===== config.mk =====
export PLATFORM = sky130hd
export DESIGN_NAME = mem_arbiter
export DESIGN_NICKNAME = d
export VERILOG_FILES = /design/src/rtl/mem_arbiter.sv
export SDC_FILE = /design/constraint.sdc
export NUM_CORES = 1
export LEC_CHECK = 0
export BUFFER_PORTS_ARGS = -buffer_cell sky130_fd_sc_hd__clkbuf_2
export CELL_PAD_IN_SITES_DETAIL_PLACEMENT = 0
export CELL_PAD_IN_SITES_GLOBAL_PLACEMENT = 2
export CORE_AREA = 3 3 132 122
export DETAILED_ROUTE_END_ITERATION = 8
export DIE_AREA = 0 0 135 125
export PLACE_DENSITY_LB_ADDON = 0.1
export REMOVE_ABC_BUFFERS = 1
export SKIP_CTS_REPAIR_TIMING = 1
export SLEW_MARGIN = 15
export SYNTH_ARGS = -nofsm -noshare
export SYNTH_HDL_FRONTEND = slang
export SYNTH_SLANG_ARGS = --single-unit

===== constraint.sdc =====
create_clock -name clk -period 9 [get_ports clk]
set_input_delay 0.9 -clock clk [delete_from_list [all_inputs] [get_ports clk]]
set_output_delay 0.9 -clock clk [all_outputs]
set_load 0.03 [all_outputs]

===== src/rtl/mem_arbiter.sv =====
// Two-port round-robin arbiter in front of a single-port data memory.
// One transaction runs at a time: IDLE -> ISSUE -> (CAPTURE) -> ACK.
// All outputs are registered and are set on the edge that enters a state.
module mem_arbiter #(
  parameter int DATA_WIDTH = 32,
  parameter int ADDR_WIDTH = 5
) (
  input  logic                  clk,
  input  logic                  rst,
  input  logic                  r0_req,
  input  logic                  r0_write,
  input  logic [ADDR_WIDTH-1:0] r0_address,
  input  logic [DATA_WIDTH-1:0] r0_data_in,
  output logic                  r0_ack,
  output logic [DATA_WIDTH-1:0] r0_data_out,
  input  logic                  r1_req,
  input  logic                  r1_write,
  input  logic [ADDR_WIDTH-1:0] r1_address,
  input  logic [DATA_WIDTH-1:0] r1_data_in,
  output logic                  r1_ack,
  output logic [DATA_WIDTH-1:0] r1_data_out,
  output logic [ADDR_WIDTH-1:0] mem_address,
  output logic                  mem_write_enable,
  output logic                  mem_read_enable,
  output logic [DATA_WIDTH-1:0] mem_data_in,
  input  logic [DATA_WIDTH-1:0] mem_data_out,
  output logic                  busy
);

  typedef enum logic [1:0] {IDLE, ISSUE, CAPTURE, ACK} state_t;

  state_t                state_q;
  logic                  last_grant_q;  // port served most recently
  logic                  grant_q;       // port owning the in-flight transaction
  logic                  write_q;

  logic                  grant_d;
  logic                  write_d;
  logic [ADDR_WIDTH-1:0] addr_d;
  logic [DATA_WIDTH-1:0] data_d;

  // Pick the winner among current requests and mux its request fields.
  always_comb begin
    grant_d = 1'b0;
    if (r0_req && r1_req) grant_d = ~last_grant_q;
    else if (r1_req)      grant_d = 1'b1;
    write_d = grant_d ? r1_write   : r0_write;
    addr_d  = grant_d ? r1_address : r0_address;
    data_d  = grant_d ? r1_data_in : r0_data_in;
  end

  // Transaction FSM with registered strobes, acks, read data and busy.
  // The request fields are captured straight into the memory-side output
  // registers at grant, so later requester changes cannot reach the memory.
  always_ff @(posedge clk or posedge rst) begin
    if (rst) begin
      state_q          <= IDLE;
      last_grant_q     <= 1'b1;
      grant_q          <= 1'b0;
      write_q          <= 1'b0;
      r0_ack           <= 1'b0;
      r1_ack           <= 1'b0;
      r0_data_out      <= '0;
      r1_data_out      <= '0;
      mem_address      <= '0;
      mem_write_enable <= 1'b0;
      mem_read_enable  <= 1'b0;
      mem_data_in      <= '0;
      busy             <= 1'b0;
    end else begin
      r0_ack           <= 1'b0;
      r1_ack           <= 1'b0;
      mem_address      <= '0;
      mem_write_enable <= 1'b0;
      mem_read_enable  <= 1'b0;
      mem_data_in      <= '0;
      case (state_q)
        IDLE: begin
          if (r0_req || r1_req) begin
            grant_q     <= grant_d;
            write_q     <= write_d;
            mem_address <= addr_d;
            if (write_d) begin
              mem_write_enable <= 1'b1;
              mem_data_in      <= data_d;
            end else begin
              mem_read_enable  <= 1'b1;
            end
            busy    <= 1'b1;
            state_q <= ISSUE;
          end
        end
        ISSUE: begin
          if (write_q) begin
            r0_ack  <= ~grant_q;
            r1_ack  <= grant_q;
            state_q <= ACK;
          end else begin
            state_q <= CAPTURE;
          end
        end
        CAPTURE: begin
          if (grant_q) r1_data_out <= mem_data_out;
          else         r0_data_out <= mem_data_out;
          r0_ack  <= ~grant_q;
          r1_ack  <= grant_q;
          state_q <= ACK;
        end
        ACK: begin
          last_grant_q <= grant_q;
          busy         <= 1'b0;
          state_q      <= IDLE;
        end
        default: begin
          busy    <= 1'b0;
          state_q <= IDLE;
        end
      endcase
    end
  end

endmodule


==> summary.md <==
| Metric | Value |
|---|---|
| Crit Path Category | `reg2reg` |
| Core Rows | `42` |
| Worst reg2reg setup slack | `just under 7 ns` |
| Critical Path AT | `approximately 2.4 ns` |
| Num CTS Buffers | `9` |
| Max Used Layer | `met4` |
| Sequential fraction of the synthesis area | `58.94%` |
| Worst slew pin tran | `1.024 ns` |
| Placed insts | `between 700 and 800` |
| Max Clk Rate | `468.6 MHz` |
| Die area | `0.01688 sq mm` |
| Number of global-route vias before repair | `between 3000 and 4000` |
| Leak | `3.174 nW` |
| Layout Utilization | `between 40% and 50%` |
| Synthesized flop and latch total | `111` |
| Worst-path clk slew | `0.07 ns` |
| Total number of vias | `3222` |
| Met2 WL | `approximately 5.2 mm` |
| WL/cell | `about 16 um` |
| RD Place Congestion | `~0.76` |
| Ys Warns | `0` |
| Yosys cell types | `29` |
| Crit start category | `flop` |
| CP max-delay cell | `nor2b_4` |
| Clk sink count | `111` |
| # setup viols final | `0` |
| Final nets | `around 640` |
| Final Hold Vio Count | `0` |
| DRT antenna net count | `0` |
| Final cell count without fillers | `just over 700` |
| Internal power | `approximately 0.0012 W` |
| Max-cap violations | `0` |
| Iteration-0 DRC Markers | `66` |
| GRT Total Usage | `~14%` |
| Layout Skew | `about 0.008 ns` |
| Switch share | `a little over two fifths` |
| Most frequent cells in the layout | `clkbuf_2, dfrtp_1, mux2_1` |
| DR DRC count | `0` |
| Wl on met1 | `roughly 4.6 mm` |
| Unrepaired setup endpoints after global routing | `no` |
| Dpl hpwl | `8.526 mm` |
| Design Area, Final | `0.006210 sq mm` |
| PwrDens | `approximately 350 mW/mm^2` |
| Cells after synthesis | `approximately 310` |
| DIE WIDTH | `approximately 140 um` |
| Root buf cell | `clkbuf_16` |
| Global-route wire length before repair | `between 15 and 20 mm` |
| VDD IR max | `122.5 uV` |
| CTS max path bufs | `2` |
| Post-synth top area cell | `dfrtp_1` |
| Largest net degree at the start of global routing | `between 50 and 60` |
| Total Wirelength | `about 12 mm` |
| Buffers added on ports | `217` |
| Worst-path fanout max | `32` |
| Layout cell share with drive strength beyond 1 | `roughly 56%` |
| Clk_lat worst skew | `about 0.35 ns` |
| Pre-antenna DRT Iters | `4` |
| Slew Limit Fails | `0` |
| Power Total | `~0.0022 W` |
| P_sw | `between 0.0009 and 0.001 W` |
| TNS Setup | `0 ns` |
| Vias/cell | `roughly 4.4` |
| Crit path cell chain | `inv_1 -> ha_1 -> nor2b_4 -> mux2_2` |
| Combinational share of power | `~47%` |
| Synth top area share | `58.39%` |
| Synth-to-layout area growth | `31.71%` |
| H-tree levels | `3` |
| I/O pins | `between 200 and 250` |
| Starting Density | `32.16%` |
| Minimum period implied by the final worst setup slack | `2.134 ns` |
| Clk network pwr share | `17.4%` |
| Placed instance area | `approximately 0.0059 sq mm` |
| Total gr overflow | `0` |
| DIE HEIGHT | `between 100 and 150 um` |
| Mean Syn Cell Area | `15.11 sq um` |
| Initial antenna violation count | `0` |
| Sequential fraction of design power | `a little over a third` |
| Final period util | `23.71%` |
| Met3 wire length | `approximately 1.6 mm` |
| Largest cells by area after synthesis | `dfrtp_1, mux2_1, nor3b_2, mux2i_1, mux2_2` |
| Core area | `about 0.015 sq mm` |
| Worst relative slew slack | `31.61%` |
| Status | `finished clean` |
| Worst min-delay path category | `reg2reg` |
| WP data required | `between 9 and 10 ns` |
| Crit path capture type | `flop` |
| Most common cell after layout, fill and taps aside | `clkbuf_2` |
| Cell Area, Synth | `approximately 0.0047 sq mm` |
| CTS tree | `built` |
| Crit-path max cell delay | `between 0.8 and 0.9 ns` |
| Ant diodes | `0` |
==> area by class of cell <==
| cell class | count | area, sq um |
|---|---|---|
| clock buffer | 9 | 225.2 |
| inverter | 5 | 21.27 |
| timing repair buffer | 221 | 1116 |
| sequential | 111 | 2779 |
| fill | 1431 | 8452 |
| tap | 198 | 247.7 |
| clock inverter | 6 | 51.30 |
| multi-input combinational | 177 | 1769 |
==> critical path: cells and delay by family (launching register included) <==
family,cells,cell delay [ns]
fa+ha+maj,1,0.21
buf+inv,1,0.13
flops,1,0.41
mux,1,0.42
simple gates,1,0.84
==> per-layer routing <==
metal	track usage, %	vias up
li1	-	1510
met1	16.99	1545
met2	21.59	155
met3	8.715	12
met4	4.090	0
met5	0	-
==> cell families after synthesis <==
logic type / share of synthesized area (%)
buffers and inverters: 3.689
muxes: 22.56
adders and majority gates: 1.062
and+or+nand+nor: 10.54
AOI/OAI and AO/OA: 3.212
DFF: 58.94
==> cell usage after synthesis, drive strengths merged <==
| library cell | instances |
|---|---|
| a211oi | 1 |
| o21ai | 4 |
| nor3b | 32 |
| a21o | 1 |
| dfstp | 1 |
| a31oi | 2 |
| a21boi | 1 |
| inv | 5 |
| and3 | 2 |
| clkbuf | 5 |
| o311ai | 1 |
| a32oi | 1 |
| ha | 4 |
| nand2b | 1 |
| dfrtp | 110 |
| a21oi | 5 |
| o21a | 1 |
| mux2 | 66 |
| nor2 | 4 |
| nor2b | 2 |
| nand2 | 16 |
| mux2i | 32 |
| buf | 14 |
| a21bo | 1 |
==> power groups by stage <==
stage          clock network (W)  logic (W)  registers [W]
6_report                0.000378    0.00101       0.000786
5_1_grt                 0.000419    0.00109       0.000812
4_1_cts                 0.000396    0.00103       0.000788
3_5_place_dp                   0    0.00103       0.000798
3_3_place_gp                   0    0.00102       0.000791
2_1_floorplan                  0   0.000349        0.00115
==> state kept, by name (all words and copies together) (netlist names), 2 cells and up <==
register	count
mem_data_in	32
r0_data_out	32
r1_data_out	32
mem_address	5
state_q	2
==> through the flow <==
| stage | hold slack (ns) | setup slack [ns] |
|---|---|---|
| 4_1_cts | 0.4933 | 6.795 |
| 3_3_place_gp | 0.4665 | 6.689 |
| 2_1_floorplan | 0.4580 | 5.171 |
| 3_5_place_dp | 0.4757 | 6.672 |
| 5_1_grt | 0.5105 | 6.660 |
| 6_report | 0.4858 | 6.866 |
==> worst paths after layout <==
check | from | end | depth (start not counted)
max | state_q[0]$_DFFE_PP0P_ | r0_data_out[31]$_DFFE_PP0P_ | 4
min | r0_data_out[24]$_DFFE_PP0P_ | r0_data_out[24]$_DFFE_PP0P_ | 1
max reg2reg | state_q[0]$_DFFE_PP0P_ | r0_data_out[31]$_DFFE_PP0P_ | 4
min reg2reg | r0_data_out[24]$_DFFE_PP0P_ | r0_data_out[24]$_DFFE_PP0P_ | 1
max in group asynchronous | rst | mem_address[3]$_DFF_PP0_ | 3
min in group asynchronous | rst | r0_data_out[0]$_DFFE_PP0P_ | 2
(Power assumes the default switching activity.)
